`src/rtl/polar_leaf_decoder.sv`:
```
// Pipelined fast-SC leaf decoder: classifies a 2^LOG_M leaf as R0/R1/REP/SPC,
// makes ML hard decisions (x) and maps them back to message bits (u = x*G).
// Three register stages with valid/ready flow control; a stall freezes all stages.

module polar_leaf_lane #(
    parameter int W = 19
) (
    input  logic [W-1:0] llr,
    output logic         sgn,
    output logic [W-1:0] mag
);
    // Unsigned magnitude; the most negative value maps exactly to 2^(W-1).
    assign sgn = llr[W-1];
    assign mag = sgn ? (~llr + 1'b1) : llr;
endmodule

module polar_leaf_decoder #(
    parameter int W     = 19,
    parameter int LOG_M = 2
) (
    input  logic                 clk,
    input  logic                 rst_n,
    input  logic                 in_valid,
    output logic                 in_ready,
    input  logic [(1<<LOG_M)*W-1:0] llr_in,
    input  logic [(1<<LOG_M)-1:0]   frozen_in,
    output logic                 out_valid,
    input  logic                 out_ready,
    output logic [(1<<LOG_M)-1:0]   u_out,
    output logic [(1<<LOG_M)-1:0]   x_out,
    output logic [1:0]           out_mode,
    output logic                 out_err
);
    localparam int M      = 1 << LOG_M;
    localparam int SW     = W + LOG_M;
    localparam int STAGES = 3;
    localparam logic [M-1:0] REP_MASK = {1'b0, {(M-1){1'b1}}};
    localparam logic [M-1:0] SPC_MASK = {{(M-1){1'b0}}, 1'b1};

    typedef enum logic [1:0] {MODE_R0 = 2'd0, MODE_R1 = 2'd1, MODE_REP = 2'd2, MODE_SPC = 2'd3} mode_e;

    logic [STAGES:0] vld_pipe;
    logic            stall;

    assign stall       = vld_pipe[STAGES] & ~out_ready;
    assign in_ready    = ~stall;
    assign vld_pipe[0] = in_valid;
    assign out_valid   = vld_pipe[STAGES];

    // ---------------- stage 1: sign/magnitude and mode ----------------
    logic [M-1:0][W-1:0] lanes, mag_c;
    logic [M-1:0]        sgn_c;
    mode_e               mode_c;
    logic                err_c;

    assign lanes = llr_in;

    for (genvar g = 0; g < M; g++) begin : g_lane
        polar_leaf_lane #(.W(W)) u_lane (.llr(lanes[g]), .sgn(sgn_c[g]), .mag(mag_c[g]));
    end

    // Mode decode in priority order; any other mask is flagged and treated as R0.
    always_comb begin
        mode_c = MODE_R0;
        err_c  = 1'b0;
        if (&frozen_in)                  mode_c = MODE_R0;
        else if (~|frozen_in)            mode_c = MODE_R1;
        else if (frozen_in == REP_MASK)  mode_c = MODE_REP;
        else if (frozen_in == SPC_MASK)  mode_c = MODE_SPC;
        else                             err_c  = 1'b1;
    end

    logic [M-1:0][W-1:0] s1_llr, s1_mag;
    logic [M-1:0]        s1_sgn;
    mode_e               s1_mode;
    logic                s1_err;

    // Stage-1 register.
    always_ff @(posedge clk or negedge rst_n) begin
        if (!rst_n) begin
            s1_llr  <= '0;
            s1_mag  <= '0;
            s1_sgn  <= '0;
            s1_mode <= MODE_R0;
            s1_err  <= 1'b0;
        end else if (!stall) begin
            s1_llr  <= lanes;
            s1_mag  <= mag_c;
            s1_sgn  <= sgn_c;
            s1_mode <= mode_c;
            s1_err  <= err_c;
        end
    end

    // ---------------- stage 2: REP sum, SPC parity and argmin ----------------
    logic [SW-1:0]    sum_c;
    logic             par_c;
    logic [LOG_M-1:0] idx_c;
    logic [W-1:0]     min_c;

    // Strict compare keeps the lowest index on magnitude ties.
    always_comb begin
        sum_c = '0;
        par_c = 1'b0;
        idx_c = '0;
        min_c = s1_mag[0];
        for (int i = 0; i < M; i++) begin
            sum_c = sum_c + {{LOG_M{s1_llr[i][W-1]}}, s1_llr[i]};
            par_c = par_c ^ s1_sgn[i];
        end
        for (int i = 1; i < M; i++) begin
            if (s1_mag[i] < min_c) begin
                min_c = s1_mag[i];
                idx_c = LOG_M'(i);
            end
        end
    end

    logic [SW-1:0]    s2_sum;
    logic             s2_par;
    logic [LOG_M-1:0] s2_idx;
    logic [M-1:0]     s2_sgn;
    mode_e            s2_mode;
    logic             s2_err;

    // Stage-2 register.
    always_ff @(posedge clk or negedge rst_n) begin
        if (!rst_n) begin
            s2_sum  <= '0;
            s2_par  <= 1'b0;
            s2_idx  <= '0;
            s2_sgn  <= '0;
            s2_mode <= MODE_R0;
            s2_err  <= 1'b0;
        end else if (!stall) begin
            s2_sum  <= sum_c;
            s2_par  <= par_c;
            s2_idx  <= idx_c;
            s2_sgn  <= s1_sgn;
            s2_mode <= s1_mode;
            s2_err  <= s1_err;
        end
    end

    // ---------------- stage 3: hard decisions and u = x*G ----------------
    logic [M-1:0] x_c, u_c;

    // x by mode, then u_i = XOR of x_j over all j whose index bits cover i.
    always_comb begin
        x_c = '0;
        u_c = '0;
        case (s2_mode)
            MODE_R1:  x_c = s2_sgn;
            MODE_REP: x_c = {M{s2_sum[SW-1]}};
            MODE_SPC: begin
                x_c = s2_sgn;
                if (s2_par) x_c[s2_idx] = ~s2_sgn[s2_idx];
            end
            default:  x_c = '0;
        endcase
        for (int i = 0; i < M; i++)
            for (int j = 0; j < M; j++)
                if ((i & ~j) == 0) u_c[i] = u_c[i] ^ x_c[j];
    end

    // Output register and valid shift register; both hold while stalled.
    always_ff @(posedge clk or negedge rst_n) begin
        if (!rst_n) begin
            vld_pipe[STAGES:1] <= '0;
            x_out    <= '0;
            u_out    <= '0;
            out_mode <= 2'd0;
            out_err  <= 1'b0;
        end else if (!stall) begin
            vld_pipe[STAGES:1] <= vld_pipe[STAGES-1:0];
            x_out    <= x_c;
            u_out    <= u_c;
            out_mode <= s2_mode;
            out_err  <= s2_err;
        end
    end
endmodule
```
`config.mk`:
```
export PLATFORM = sky130hd
export DESIGN_NAME = polar_leaf_decoder
export DESIGN_NICKNAME = d
export VERILOG_FILES = /design/src/rtl/polar_leaf_decoder.sv
export SDC_FILE = /design/constraint.sdc
export NUM_CORES = 1
export LEC_CHECK = 0
export ABC_AREA = 1
export BUFFER_PORTS_ARGS = -buffer_cell sky130_fd_sc_hd__buf_2
export CAP_MARGIN = 15
export CORE_ASPECT_RATIO = 0.75
export CORE_UTILIZATION = 60
export DETAILED_ROUTE_END_ITERATION = 6
export PLACE_DENSITY = 0.8
export RECOVER_POWER = 25
export SLEW_MARGIN = 30
export SYNTH_ARGS = -nofsm -noshare
export SYNTH_HDL_FRONTEND = slang
export SYNTH_SLANG_ARGS = --single-unit
```
`constraint.sdc`:
```
create_clock -name clk -period 5.9 [get_ports clk]
set_input_delay 0.885 -clock clk [delete_from_list [all_inputs] [get_ports clk]]
set_output_delay 0.885 -clock clk [all_outputs]
set_load 0.05 [all_outputs]
```
==> impl_summary.txt, run 1 <==
----------------------------------------------------
[Clocking]
  Clk buf depth ... 2
  Root buffer selected by CTS ... sky130_fd_sc_hd__clkbuf_16
  CTS tree ... yes
  Cts hold-fix bufs ... 0
  Num Clock Sinks ... about 180
  Clock buffers created by TritonCTS ... 17
  Clock transition at the register clock pins on the worst setup and hold paths after CTS ... roughly 0.07 ns
  Clock latency at the later pin of the worst-skew pair ... about 0.44 ns
  H-tree Lvls ... 4

[Job]
  Max Cap Viol ... 1

[Power and ir drop]
  Power Total ... 0.00577 W
  Internal power ... 0.00325 W
  Part of the power in registers ... a little under a third
  Combinational group share of total power ... 47.9%
  Switching pwr ... 0.00252 W
  Power share of the clock group ... about a fifth
  PD cells ... 471 mW/mm2
  Worst vdd ir ... 258 uV
  P_leak ... 5.99 nW
  Switching part of the total power ... 43.7%

[Route]
  Pre-antenna DRT Iters ... 5
  DRC violation total after the first TritonRoute iteration ... 1012
  Post-detailed-route DRC marker count ... 0
  Number of routed nets with antenna violations ... 0
  Detailed Route WL ... 29100 um
  Vias per cell ... 5.82
  Average wire length per cell after detail routing ... 17.4 um
  Count of vias placed by the detailed router ... 9745

[Die]
  Initial cell density of the core ... 61.8%
  Standard-cell row count ... 42
  Horizontal die dimension ... roughly 160 um
  Ports placed on the boundary ... slightly below 100
  DIE AREA ... 0.0189 mm2
  Std-Cell Core Area ... 0.0178 mm2
  Vert. Die Dim ... around 120 um

[Timing]
  Tightest Pin Transition ... 3.79 ns
  Min Tclk post-route ... approximately 5.4 ns
  Post-route fraction of the period consumed by the critical path ... 92.0%
  Count of pins over their slew limit ... a little under 70
  Timing-limited maximum frequency ... between 150 and 200 MHz
  Min setup slack post-route ... approximately 0.47 ns
  Setup repair after global routing missed its margin ... false
  Final setup TNS ... 0 ns
  Tightest hold margin ... 0.465 ns
  Number of hold violations in the final report ... 0
  Largest clock skew in the final design ... 0.0106 ns
  Final setup fails ... 0
  Worst slew slack as a fraction of its limit ... -153%

[Worst setup path]
  Data arrival, critical path ... between 5 and 6 ns
  Worst setup path category ... reg2reg
  Max FO, Critical Path ... 38
  Critical path required time ... 6.26 ns
  Endpoint kind of the worst setup timing path ... register
  Startpoint Class ... register

[Yosys]
  Library cells used by synthesis ... 50
  Most repeated cell in the gate-level netlist after synthesis ... sky130_fd_sc_hd__nand2_1
  Synthesis Warnings ... 0
  Synth Register Bits ... 175
  Number of enable-type register cells in the synthesized netlist ... 0
  Top-area cell type share of the netlist area ... 39.8%
  Leading cell types by total area after synthesis ... sky130_fd_sc_hd__dfrtp_1 (40%), sky130_fd_sc_hd__nand2_1 (12%), sky130_fd_sc_hd__ha_1 (8.8%), sky130_fd_sc_hd__fa_1 (6.9%), sky130_fd_sc_hd__o21ai_0 (5.1%)
  Average cell area after synthesis ... 8.17 um2
  FFs w/ async S/R, synth ... 100%
  Synth cell count leaders ... sky130_fd_sc_hd__nand2_1 (361), sky130_fd_sc_hd__dfrtp_1 (175), sky130_fd_sc_hd__inv_1 (120), sky130_fd_sc_hd__o21ai_0 (112), sky130_fd_sc_hd__nor2_1 (98)
  Cell area after synthesis ... ~0.011 mm2
  Portion of the post-synthesis area used by sequential elements ... a little under 40%
  Most frequently used flop master after synthesis ... sky130_fd_sc_hd__dfrtp_1
  Post-Syn Instances ... between 1k and 1.5k
  Net count after synthesis ... about 1.5k
  Post-synthesis cell type with the largest combined area ... sky130_fd_sc_hd__dfrtp_1

[Placed design]
  Cell count after placement ... 1641
  Final estimated routing congestion in global placement ... 0.890
  Detail Placement HPWL ... ~22000 um
  Worst setup timing slack at the placement stage ... 0.370 ns
  Buffers on Ports ... 96

[Layout]
  Number of nets in the layout ... 1617
  Fraction of layout instances using a drive strength above 1 ... around 12%
  Layout fillers ... 1428
  Final instance count without filler cells ... approximately 1.7k
  Synthesis-to-finish area growth ... 11.4%

[Outcome]
  Failing checks ... max-capacitance violations, max-slew violations
  Run status ... complete, but fails checks

[Global route]
  GRT Residual Overflow ... 0
  Most Crowded Layer GR ... met2
  Global Route Usage Sum ... 32.3%
  Number of antenna violations at the first check in global routing ... 1
  Maximum number of pins on one net before global-route repair ... 70
  GRT met3 Usage ... 6.77%
  Vias in the first global route ... 9073
  First-pass GRT wire length ... 46600 um
  GRT met1 Usage ... 47.0%
  Met2 Track Usage GR ... between 40% and 50%

[Worst hold path]
  Class of the worst hold path ... reg2reg

----------------------------------------------------
per-layer routing:
layer  wire, um  up-vias
met1      12900     4600
li1           -     4636
met3       2470       65
met5          0        -
met2      12700      444
met4        974        0
cells by family (layout without fill, tap and decap cells):
group,after synthesis,after routing,synth area share (%)
adder cells (fa/ha/maj),115,115,15.7
flip-flops,175,175,39.8
other,0,1,0
XOR/XNOR,10,10,0.796
buffers and inverters,179,263,6.36
AO/OA/AOI/OAI,281,281,14.9
AND/OR/NAND/NOR,587,587,22.5
sequential cells by signal (all words and copies together), names as in the netlist:
| signal | count |
|---|---|
| s2_par | 1 |
| s2_sgn | 4 |
| out_mode | 2 |
| s1_llr | 73 |
| out_err | 1 |
| s1_mag | 72 |
| s2_err | 1 |
| s1_mode | 2 |
| u_out | 4 |
| x_out | 3 |
| s1_sgn | 3 |
| s2_sum | 1 |
| out_valid | 1 |
| vld_pipe | 2 |
| s1_err | 1 |
| s2_idx | 2 |
| s2_mode | 2 |
power by group through the flow:
stage / Clock, W / Sequential (W) / Combinational, W
5_1_grt: 0.00129 / 0.00181 / 0.00319
3_3_place_gp: 0 / 0.00178 / 0.00261
2_1_floorplan: 0 / 0.00177 / 0.00203
4_1_cts: 0.00124 / 0.00177 / 0.00275
3_5_place_dp: 0 / 0.00178 / 0.00272
6_report: 0.00123 / 0.00178 / 0.00276
layout make-up:
class / instances / area (um2) / share of cell area, %
diodes: 1 / 2.50 / 0.0204
clock inverters: 15 / 209 / 1.70
multi-input cells: 993 / 5930 / 48.4
inverters: 128 / 482 / 3.93
flip-flops and latches: 175 / 4380 / 35.7
well taps: 242 / 303 / 2.47
repair buffers: 103 / 529 / 4.32
clock buffers: 17 / 425 / 3.47
worst paths after layout:
kind	from	endpoint	slack, ns	cells past startpoint
worst max-delay path	s1_mag[37]	s2_idx[0]	0.47	26
worst min-delay path	vld_pipe[2]	out_valid	0.47	1
worst max register to register	s1_mag[37]	s2_idx[0]	0.47	26
worst min register to register	vld_pipe[2]	out_valid	0.47	1
max in group asynchronous	rst_n	s1_mag[49]	1.43	2
min in group asynchronous	rst_n	s1_llr[57]	1.74	1
worst max-delay path, stage by stage (launching register included):
cell and delay [ns]:
sky130_fd_sc_hd__dfrtp_1 0.41, sky130_fd_sc_hd__ha_1 0.32, sky130_fd_sc_hd__nand2_1 0.11, sky130_fd_sc_hd__inv_1 0.05
sky130_fd_sc_hd__nand2_1 0.06, sky130_fd_sc_hd__nand2_1 0.04, sky130_fd_sc_hd__a21oi_1 0.41, sky130_fd_sc_hd__nand3_4 0.40
sky130_fd_sc_hd__o21ai_0 0.45, sky130_fd_sc_hd__ha_1 0.20, sky130_fd_sc_hd__nand2_1 0.07, sky130_fd_sc_hd__nor2_1 0.16
sky130_fd_sc_hd__nand4_1 0.16, sky130_fd_sc_hd__nor4_1 0.30, sky130_fd_sc_hd__nand2_2 0.11, sky130_fd_sc_hd__nand2_2 0.53
sky130_fd_sc_hd__nand2_1 0.13, sky130_fd_sc_hd__o21ai_1 0.13, sky130_fd_sc_hd__ha_1 0.29, sky130_fd_sc_hd__a21oi_1 0.14
sky130_fd_sc_hd__o21ai_0 0.10, sky130_fd_sc_hd__a21oi_1 0.19, sky130_fd_sc_hd__or2_2 0.14, sky130_fd_sc_hd__a31oi_1 0.06
sky130_fd_sc_hd__nor2_1 0.13, sky130_fd_sc_hd__nand2_2 0.09, sky130_fd_sc_hd__a21oi_2 0.13
what timing repair did:
| item | 4_1_cts | 5_1_grt |
|---|---|---|
| buffers inserted | 0 | 0 |
| endpoints found under the setup margin | 0 | 2 |
| gates resized for setup | 0 | 1 |
per-stage QoR:
step | instance area, um2 | util, %
after floorplan | 11000 | -
after global placement | 11600 | 65.3
after detailed placement | 11600 | 65.3
after CTS | 12300 | 68.9
after global routing | 12300 | 68.8
final | 12300 | 68.8
cells in the final DEF (no fill, tap or decap), types with 6 or more instances in the layout:
cell / Yosys / final
sky130_fd_sc_hd__nor2_1: 98 / 98
sky130_fd_sc_hd__ha_1: 77 / 77
sky130_fd_sc_hd__inv_2: 8 / 7
sky130_fd_sc_hd__xor2_1: 6 / 6
sky130_fd_sc_hd__nor3_2: 12 / 12
sky130_fd_sc_hd__nand4_1: 7 / 7
sky130_fd_sc_hd__inv_1: 120 / 120
sky130_fd_sc_hd__o21ai_1: 33 / 33
sky130_fd_sc_hd__buf_4: 3 / 6
sky130_fd_sc_hd__o211ai_1: 15 / 15
sky130_fd_sc_hd__fa_1: 38 / 38
sky130_fd_sc_hd__dfrtp_1: 175 / 175
sky130_fd_sc_hd__nand3_1: 63 / 63
sky130_fd_sc_hd__clkbuf_16: 0 / 17
sky130_fd_sc_hd__o221ai_1: 10 / 10
sky130_fd_sc_hd__nand2_1: 361 / 361
sky130_fd_sc_hd__nor3_1: 25 / 25
sky130_fd_sc_hd__o21ai_0: 112 / 112
sky130_fd_sc_hd__a21oi_1: 63 / 63
sky130_fd_sc_hd__a22oi_1: 10 / 10
sky130_fd_sc_hd__buf_2: 7 / 95
Note: power is estimated with default switching activity, not from simulation.
==> run 2: changes to the inputs <==
Settings changed: ABC_AREA 1 to 0, MAX_ROUTING_LAYER set to met4, PLACE_DENSITY 0.8 to 0.77.
==> run 2 against run 1 <==
Against the previous run: the run still ends with max-capacitance violations, max-slew violations left; global-route usage is 3.4 points higher; clock power is 8% lower; synthesized area is 0.18% higher; clock skew is 0.0010 ns lower; clock-buffer cell count is 1 higher; via count is 6.1% lower; cell count is 6.0% lower; critical endpoint unchanged; largest cell class unchanged.
==> impl_summary.txt, run 2 <==
----------------------------------------------------
[Outcome]
  Run status ... complete, but fails checks
  Failing checks ... max-capacitance violations, max-slew violations

[Yosys]
  Average cell area after synthesis ... 9.02 um2
  Most repeated cell in the gate-level netlist after synthesis ... sky130_fd_sc_hd__nand2_1
  Most frequently used flop master after synthesis ... sky130_fd_sc_hd__dfrtp_1
  Library cells used by synthesis ... 67
  Portion of the post-synthesis area used by sequential elements ... 39.7%
  XOR/XNOR Fraction of Synth Area ... 6.12%
  Post-synthesis cell type with the largest combined area ... sky130_fd_sc_hd__dfrtp_1
  FFs w/ async S/R, synth ... 100%
  Top-area cell type share of the netlist area ... between 30% and 40%
  Synth cell count leaders ... sky130_fd_sc_hd__nand2_1 (365), sky130_fd_sc_hd__dfrtp_1 (175), sky130_fd_sc_hd__o21ai_0 (117), sky130_fd_sc_hd__ha_1 (77), sky130_fd_sc_hd__xor2_1 (66)
  Area fraction in and, or, nand and nor cells after synthesis ... around 18%
  Main combinational cell family by area after synthesis ... simple AND/OR/NAND/NOR gates
  Post-Syn Instances ... 1222
  Mux contribution to synthesized area ... under 10%
  Synthesis Warnings ... 0
  Area share of fa/ha/maj cells after synthesis ... 15.6%
  Area fraction in compound gates after synthesis ... 13.8%
  Cell area after synthesis ... roughly 0.011 mm2
  Net count after synthesis ... 1421
  Synth Register Bits ... about 180
  Number of enable-type register cells in the synthesized netlist ... 0
  Leading cell types by total area after synthesis ... sky130_fd_sc_hd__dfrtp_1 (40%), sky130_fd_sc_hd__nand2_1 (12%), sky130_fd_sc_hd__ha_1 (8.7%), sky130_fd_sc_hd__fa_1 (6.9%), sky130_fd_sc_hd__o21ai_0 (5.3%)

[Clocking]
  CTS tree ... yes
  Clk buf depth ... 2
  Clock transition at the register clock pins on the worst setup and hold paths after CTS ... 0.08 ns
  Clock buffers created by TritonCTS ... 17
  H-tree Lvls ... 4
  Num Clock Sinks ... 175
  Clock latency at the later pin of the worst-skew pair ... 0.44 ns
  Root buffer selected by CTS ... sky130_fd_sc_hd__clkbuf_16

[Worst setup path]
  Critical path's most frequent cell ... sky130_fd_sc_hd__a21oi_1
  FF-to-FF End ... s2_idx[0]
  Data arrival, critical path ... 6.02 ns
  CP Buf/Inv Count ... 3
  Launch point of the worst reg-to-reg path ... s1_mag[23]
  Startpoint Class ... register
  Cell at the slowest stage of the critical path ... sky130_fd_sc_hd__dfrtp_1
  Endpoint kind of the worst setup timing path ... register
  Crit-path max cell delay ... 0.44 ns
  Minimum setup slack among reg-to-reg paths ... roughly 0.25 ns
  Critical path required time ... ~6.3 ns
  R2R cell count ... 26
  Cell family with the largest share of critical-path delay ... compound AO/OA/AOI/OAI gates
  Max FO, Critical Path ... 10
  Worst setup path category ... reg2reg

[Worst hold path]
  Worst Hold Path EP ... out_mode[1]
  Start point of the worst min-delay path ... out_mode[1]
  Hold-critical path depth ... 2
  Class of the worst hold path ... reg2reg

[Global route]
  Number of antenna violations at the first check in global routing ... 1
  Global Route Usage Sum ... 35.7%
  GRT Residual Overflow ... 0
  Maximum number of pins on one net before global-route repair ... 88
  First-pass GRT wire length ... 48600 um
  Vias in the first global route ... 8755

[Power and ir drop]
  Worst vdd ir ... 372 uV
  PD cells ... 498 mW/mm2
  Power Total ... 0.00630 W
  P_leak ... just over 6 nW

[Die]
  Horizontal die dimension ... 159 um
  Ports placed on the boundary ... 97
  Vert. Die Dim ... roughly 120 um
  Std-Cell Core Area ... roughly 0.018 mm2
  DIE AREA ... 0.0189 mm2
  Standard-cell row count ... 42
  Initial cell density of the core ... 61.9%

[Route]
  Vias per cell ... 5.81
  Number of routed nets with antenna violations ... 0
  Average wire length per cell after detail routing ... 19.6 um
  Post-detailed-route DRC marker count ... 0
  Detailed Route WL ... 30900 um
  Count of vias placed by the detailed router ... 9152
  Pre-antenna DRT Iters ... 5
  DRC violation total after the first TritonRoute iteration ... 981

[Timing]
  Min Tclk post-route ... about 5.7 ns
  Worst slew slack as a fraction of its limit ... -219%
  Largest clock skew in the final design ... 0.00957 ns
  Number of hold violations in the final report ... 0
  Final setup fails ... 0
  Timing-limited maximum frequency ... 177 MHz
  Post-route fraction of the period consumed by the critical path ... 95.8%
  Final setup TNS ... 0 ns
  Count of pins over their slew limit ... 88
  Tightest Pin Transition ... 4.78 ns

[Placed design]
  Detail Placement HPWL ... around 23000 um
  Buffers on Ports ... 96
  Final estimated routing congestion in global placement ... 0.971
  DP Area ... ~0.012 mm2
  Cell count after placement ... 1528

[Layout]
  Most common library cell in the layout ignoring fill and taps ... sky130_fd_sc_hd__nand2_1
  Top Registers ... s1_llr (73), s1_mag (72)
  Fraction of layout instances using a drive strength above 1 ... roughly 16%
  Final instance count without filler cells ... 1574
  Cell area after layout ... about 0.013 mm2
  Synthesis-to-finish area growth ... 14.7%
  Commonest cells after routing, fill and taps aside ... sky130_fd_sc_hd__nand2_1 (365), sky130_fd_sc_hd__dfrtp_1 (175), sky130_fd_sc_hd__o21ai_0 (112)
  Register containing the most flip-flops in the final layout ... s1_llr
  Max reg flops ... 73
  Number of nets in the layout ... about 1.5k

[Job]
  Max Cap Viol ... 1

----------------------------------------------------
-- run 2: layout make-up --
class                   count  area (um2)
diodes                      1        2.50
clock buffers              18         429
clock inverters            14         164
fillers                  1393        5170
inverters                  55         206
multi-input cells         939        6380
flip-flops and latches    175        4380
well taps                 242         303
repair buffers            130         786
-- run 2: per-layer routing --
layer	share of wire (%)	GRT usage, %	vias to the layer above
li1	-	-	4330
met2	46	52.4	291
met5	0	-	-
met1	45	49.5	4471
met3	6.2	7.35	60
met4	3.1	11.9	0
-- run 2: metrics by stage --
stage | setup WS [ns] | utilization, % | hold slack [ns]
after floorplan | 0.225 | - | 0.430
after global placement | 0.00134 | 66.2 | 0.446
after detailed placement | -0.0915 | 66.2 | 0.451
after CTS | 0.00860 | 69.6 | 0.469
after global routing | -0.0758 | 71.0 | 0.503
final | 0.248 | 71.0 | 0.461
-- run 2: worst max-delay path by stage --
stage                     end  depth (start not counted)        from
floorplan           s2_idx[1]                         26  s1_mag[12]
global placement    s2_idx[1]                         26  s1_mag[14]
detailed placement  s2_idx[1]                         26  s1_mag[12]
CTS                 s2_idx[1]                         26  s1_mag[12]
global route        s2_idx[0]                         27  s1_mag[12]
finish              s2_idx[0]                         26  s1_mag[23]
-- run 2: where the power goes --
group | internal [W] | switching, W
Sequential | 0.00151 | 0.000305
Combinational | 0.00147 | 0.00188
Clock | 0.000571 | 0.000557
-- run 2: tightest hold or removal path: stages (launching register included) --
cell                      delay, ns
sky130_fd_sc_hd__dfrtp_1       0.34
sky130_fd_sc_hd__nand2_1       0.05
sky130_fd_sc_hd__nand2_1       0.05
-- run 2: logic make-up (layout without fill, tap and decap cells) --
kind of cell,Yosys count,in the layout
compound gates,251,252
other cells,0,1
mux,25,25
fa+ha+maj,115,115
xor+xnor,77,77
simple gates,470,470
buf+inv,109,217
flops,175,175
-- run 2: timing repair --
action | 4_1_cts | 5_1_grt
buffers inserted | 0 | 11
resized for setup | 3 | 31
pin swaps | 0 | 9
endpoints found under the setup margin | 2 | 2
gates cloned | 0 | 2
hold buffers | 0 | 0
==> run 3: changes to the inputs <==
Settings changed: REMOVE_ABC_BUFFERS set to 1.
Clock period 5.9 ns to 7.3 ns, I/O delays scaled along.
==> run 3 against run 2 <==
Against the previous run: the run still ends with max-capacitance violations, max-slew violations left; sequential share of layout area rose by 1.1 points; sequential power fell by 18%; hold slack barely moved; clock-buffer cell count did not move; via count fell by 2.0%; setup slack improved by 0.38 ns; register-to-register slack improved by 0.38 ns; non-clock buffer count fell by 28; die area did not move; core utilization fell by 2.1 points; clock power fell by 14%; cell count fell by 2.0%; largest cell class unchanged; highest routed layer unchanged.
==> impl_summary.txt, run 3 (synthesis gave the netlist of run 2 again) <==
----------------------------------------------------
[Clocking]
  H-tree Lvls ... 4
  Num Clock Sinks ... 175
  Clk buf depth ... 2
  Post-cts repair resize count ... 0
  Clock transition at the register clock pins on the worst setup and hold paths after CTS ... 0.07 ns
  Root buffer selected by CTS ... sky130_fd_sc_hd__clkbuf_16
  Clock latency at the later pin of the worst-skew pair ... 0.43 ns
  Clock buffers created by TritonCTS ... 17
  Cts hold-fix bufs ... 0
  CTS tree ... yes
  Number of setup buffers added after CTS ... 0

[Timing]
  Count of pins over their slew limit ... 76
  Min Tclk post-route ... 6.67 ns
  Largest clock skew in the final design ... 0.00808 ns
  Post-route fraction of the period consumed by the critical path ... between 90 and 100%
  Tightest hold margin ... ~0.46 ns
  Number of hold violations in the final report ... 0
  Min setup slack post-route ... 0.626 ns
  Worst slew slack as a fraction of its limit ... -165%
  Setup repair after global routing missed its margin ... false
  Final setup fails ... 0
  Tightest Pin Transition ... 3.97 ns
  Timing-limited maximum frequency ... between 100 and 150 MHz
  Final setup TNS ... 0 ns

[Layout]
  Register containing the most flip-flops in the final layout ... s1_llr
  Top Registers ... s1_llr (73), s1_mag (72)
  Final core area utilization ... 68.9%
  Number of antenna diodes ... 0
  Synthesis-to-finish area growth ... 11.3%
  Commonest cells after routing, fill and taps aside ... sky130_fd_sc_hd__nand2_1 (365), sky130_fd_sc_hd__dfrtp_1 (175), sky130_fd_sc_hd__o21ai_0 (117)
  Number of nets in the layout ... 1488
  Fraction of layout instances using a drive strength above 1 ... 12.4%
  Max reg flops ... 73
  Most common library cell in the layout ignoring fill and taps ... sky130_fd_sc_hd__nand2_1

[Global route]
  Maximum number of pins on one net before global-route repair ... 258
  Number of antenna violations at the first check in global routing ... 0
  Vias in the first global route ... 8500
  GRT Residual Overflow ... 0
  Global Route Usage Sum ... 33.3%
  First-pass GRT wire length ... 46000 um

[Route]
  Vias per cell ... 5.81
  Detailed Route WL ... 28600 um
  Count of vias placed by the detailed router ... 8972
  Number of routed nets with antenna violations ... 0
  Pre-antenna DRT Iters ... 5
  DRC violation total after the first TritonRoute iteration ... 879
  Average wire length per cell after detail routing ... 18.5 um
  Post-detailed-route DRC marker count ... 0

[Outcome]
  Run status ... complete, but fails checks
  Failing checks ... max-capacitance violations, max-slew violations

[Die]
  Std-Cell Core Area ... about 0.018 mm2
  Standard-cell row count ... 42
  Vert. Die Dim ... between 100 and 150 um
  Horizontal die dimension ... 159 um
  DIE AREA ... 0.0189 mm2
  Ports placed on the boundary ... 97
  Initial cell density of the core ... 61.9%

[Power and ir drop]
  Power share of the clock group ... 19.9%
  Switching part of the total power ... 43.2%
  Combinational group share of total power ... roughly half
  Internal power ... 0.00277 W
  PD cells ... 398 mW/mm2
  Worst vdd ir ... 223 uV
  Switching pwr ... around 0.0021 W
  P_leak ... 5.91 nW
  Part of the power in registers ... 30.6%

[Placed design]
  Final estimated routing congestion in global placement ... 0.960
  Buffers on Ports ... 96
  Worst setup timing slack at the placement stage ... 0.790 ns
  Detail Placement HPWL ... 20900 um

[Worst setup path]
  Minimum setup slack among reg-to-reg paths ... 0.63 ns
  Critical path required time ... 7.64 ns
  Cell at the slowest stage of the critical path ... sky130_fd_sc_hd__a31oi_4
  Max FO, Critical Path ... 19
  Data arrival, critical path ... 7.02 ns
  Crit-path max cell delay ... 0.59 ns
  Worst setup path category ... reg2reg
  Cell family with the largest share of critical-path delay ... compound AO/OA/AOI/OAI gates
  CP Buf/Inv Count ... 2
  Endpoint kind of the worst setup timing path ... register
  Startpoint Class ... register

[Worst hold path]
  Class of the worst hold path ... reg2reg

[Job]
  Max Cap Viol ... 1

----------------------------------------------------
## run 3: layout make-up
type	count	area (um2)
Clock buffer	18	439
Clock inverter	13	178
Fill cell	1399	5540
Inverter	55	206
Multi-Input combinational cell	938	6230
Sequential cell	175	4380
Tap cell	242	303
Timing Repair Buffer	102	537
## run 3: worst reg2reg max path, cell delays in order, from the launching register on
cell	delay [ns]
sky130_fd_sc_hd__dfrtp_1	0.35
sky130_fd_sc_hd__inv_1	0.06
sky130_fd_sc_hd__ha_1	0.30
sky130_fd_sc_hd__a21oi_1	0.16
sky130_fd_sc_hd__o21ai_0	0.13
sky130_fd_sc_hd__a2111oi_1	0.43
sky130_fd_sc_hd__a21oi_1	0.22
sky130_fd_sc_hd__nor2_2	0.37
sky130_fd_sc_hd__buf_4	0.25
sky130_fd_sc_hd__mux2i_1	0.32
sky130_fd_sc_hd__ha_1	0.20
sky130_fd_sc_hd__nand4_1	0.08
sky130_fd_sc_hd__a211oi_1	0.26
sky130_fd_sc_hd__a2111oi_0	0.11
sky130_fd_sc_hd__o31a_1	0.35
sky130_fd_sc_hd__a41o_1	0.24
sky130_fd_sc_hd__a31oi_4	0.59
sky130_fd_sc_hd__mux2_2	0.42
sky130_fd_sc_hd__ha_1	0.29
sky130_fd_sc_hd__a21oi_1	0.20
sky130_fd_sc_hd__o22ai_1	0.11
sky130_fd_sc_hd__o21a_1	0.18
sky130_fd_sc_hd__a2111o_1	0.38
sky130_fd_sc_hd__a41oi_1	0.31
sky130_fd_sc_hd__o21ai_0	0.14
sky130_fd_sc_hd__o22ai_1	0.13
## run 3: worst paths after layout
check | depth (start not counted) | end | start
min reg2reg | 1 | out_valid | vld_pipe[2]
max in group asynchronous | 2 | s2_idx[0] | rst_n
max | 25 | s2_idx[1] | s1_mag[12]
min in group asynchronous | 1 | s1_mag[18] | rst_n
max reg2reg | 25 | s2_idx[1] | s1_mag[12]
min | 1 | out_valid | vld_pipe[2]
## run 3: routing by layer
metal,track usage (%),up-vias,share of wire (%)
met3,6.73,25,7.4
met1,49.9,4403,48
met5,-,-,0
met2,46.3,284,44
li1,-,4260,-
met4,7.63,0,1.4
## run 3: stage by stage
step	power [W]	cells	cell area, um2
2_1_floorplan	0.00319	1168	10800
3_3_place_gp	0.00380	1511	11700
3_5_place_dp	0.00386	1511	11700
4_1_cts	0.00487	1542	12300
5_1_grt	0.00529	1543	12300
6_report	0.00488	1543	12300
## run 3: power by group through the flow
stage          combinational, W  clock [W]  sequential (W)
3_5_place_dp            0.00237          0         0.00149
5_1_grt                 0.00275    0.00102         0.00152
4_1_cts                 0.00241   0.000982         0.00148
6_report                0.00242   0.000970         0.00149
3_3_place_gp            0.00231          0         0.00149
2_1_floorplan           0.00171          0         0.00148
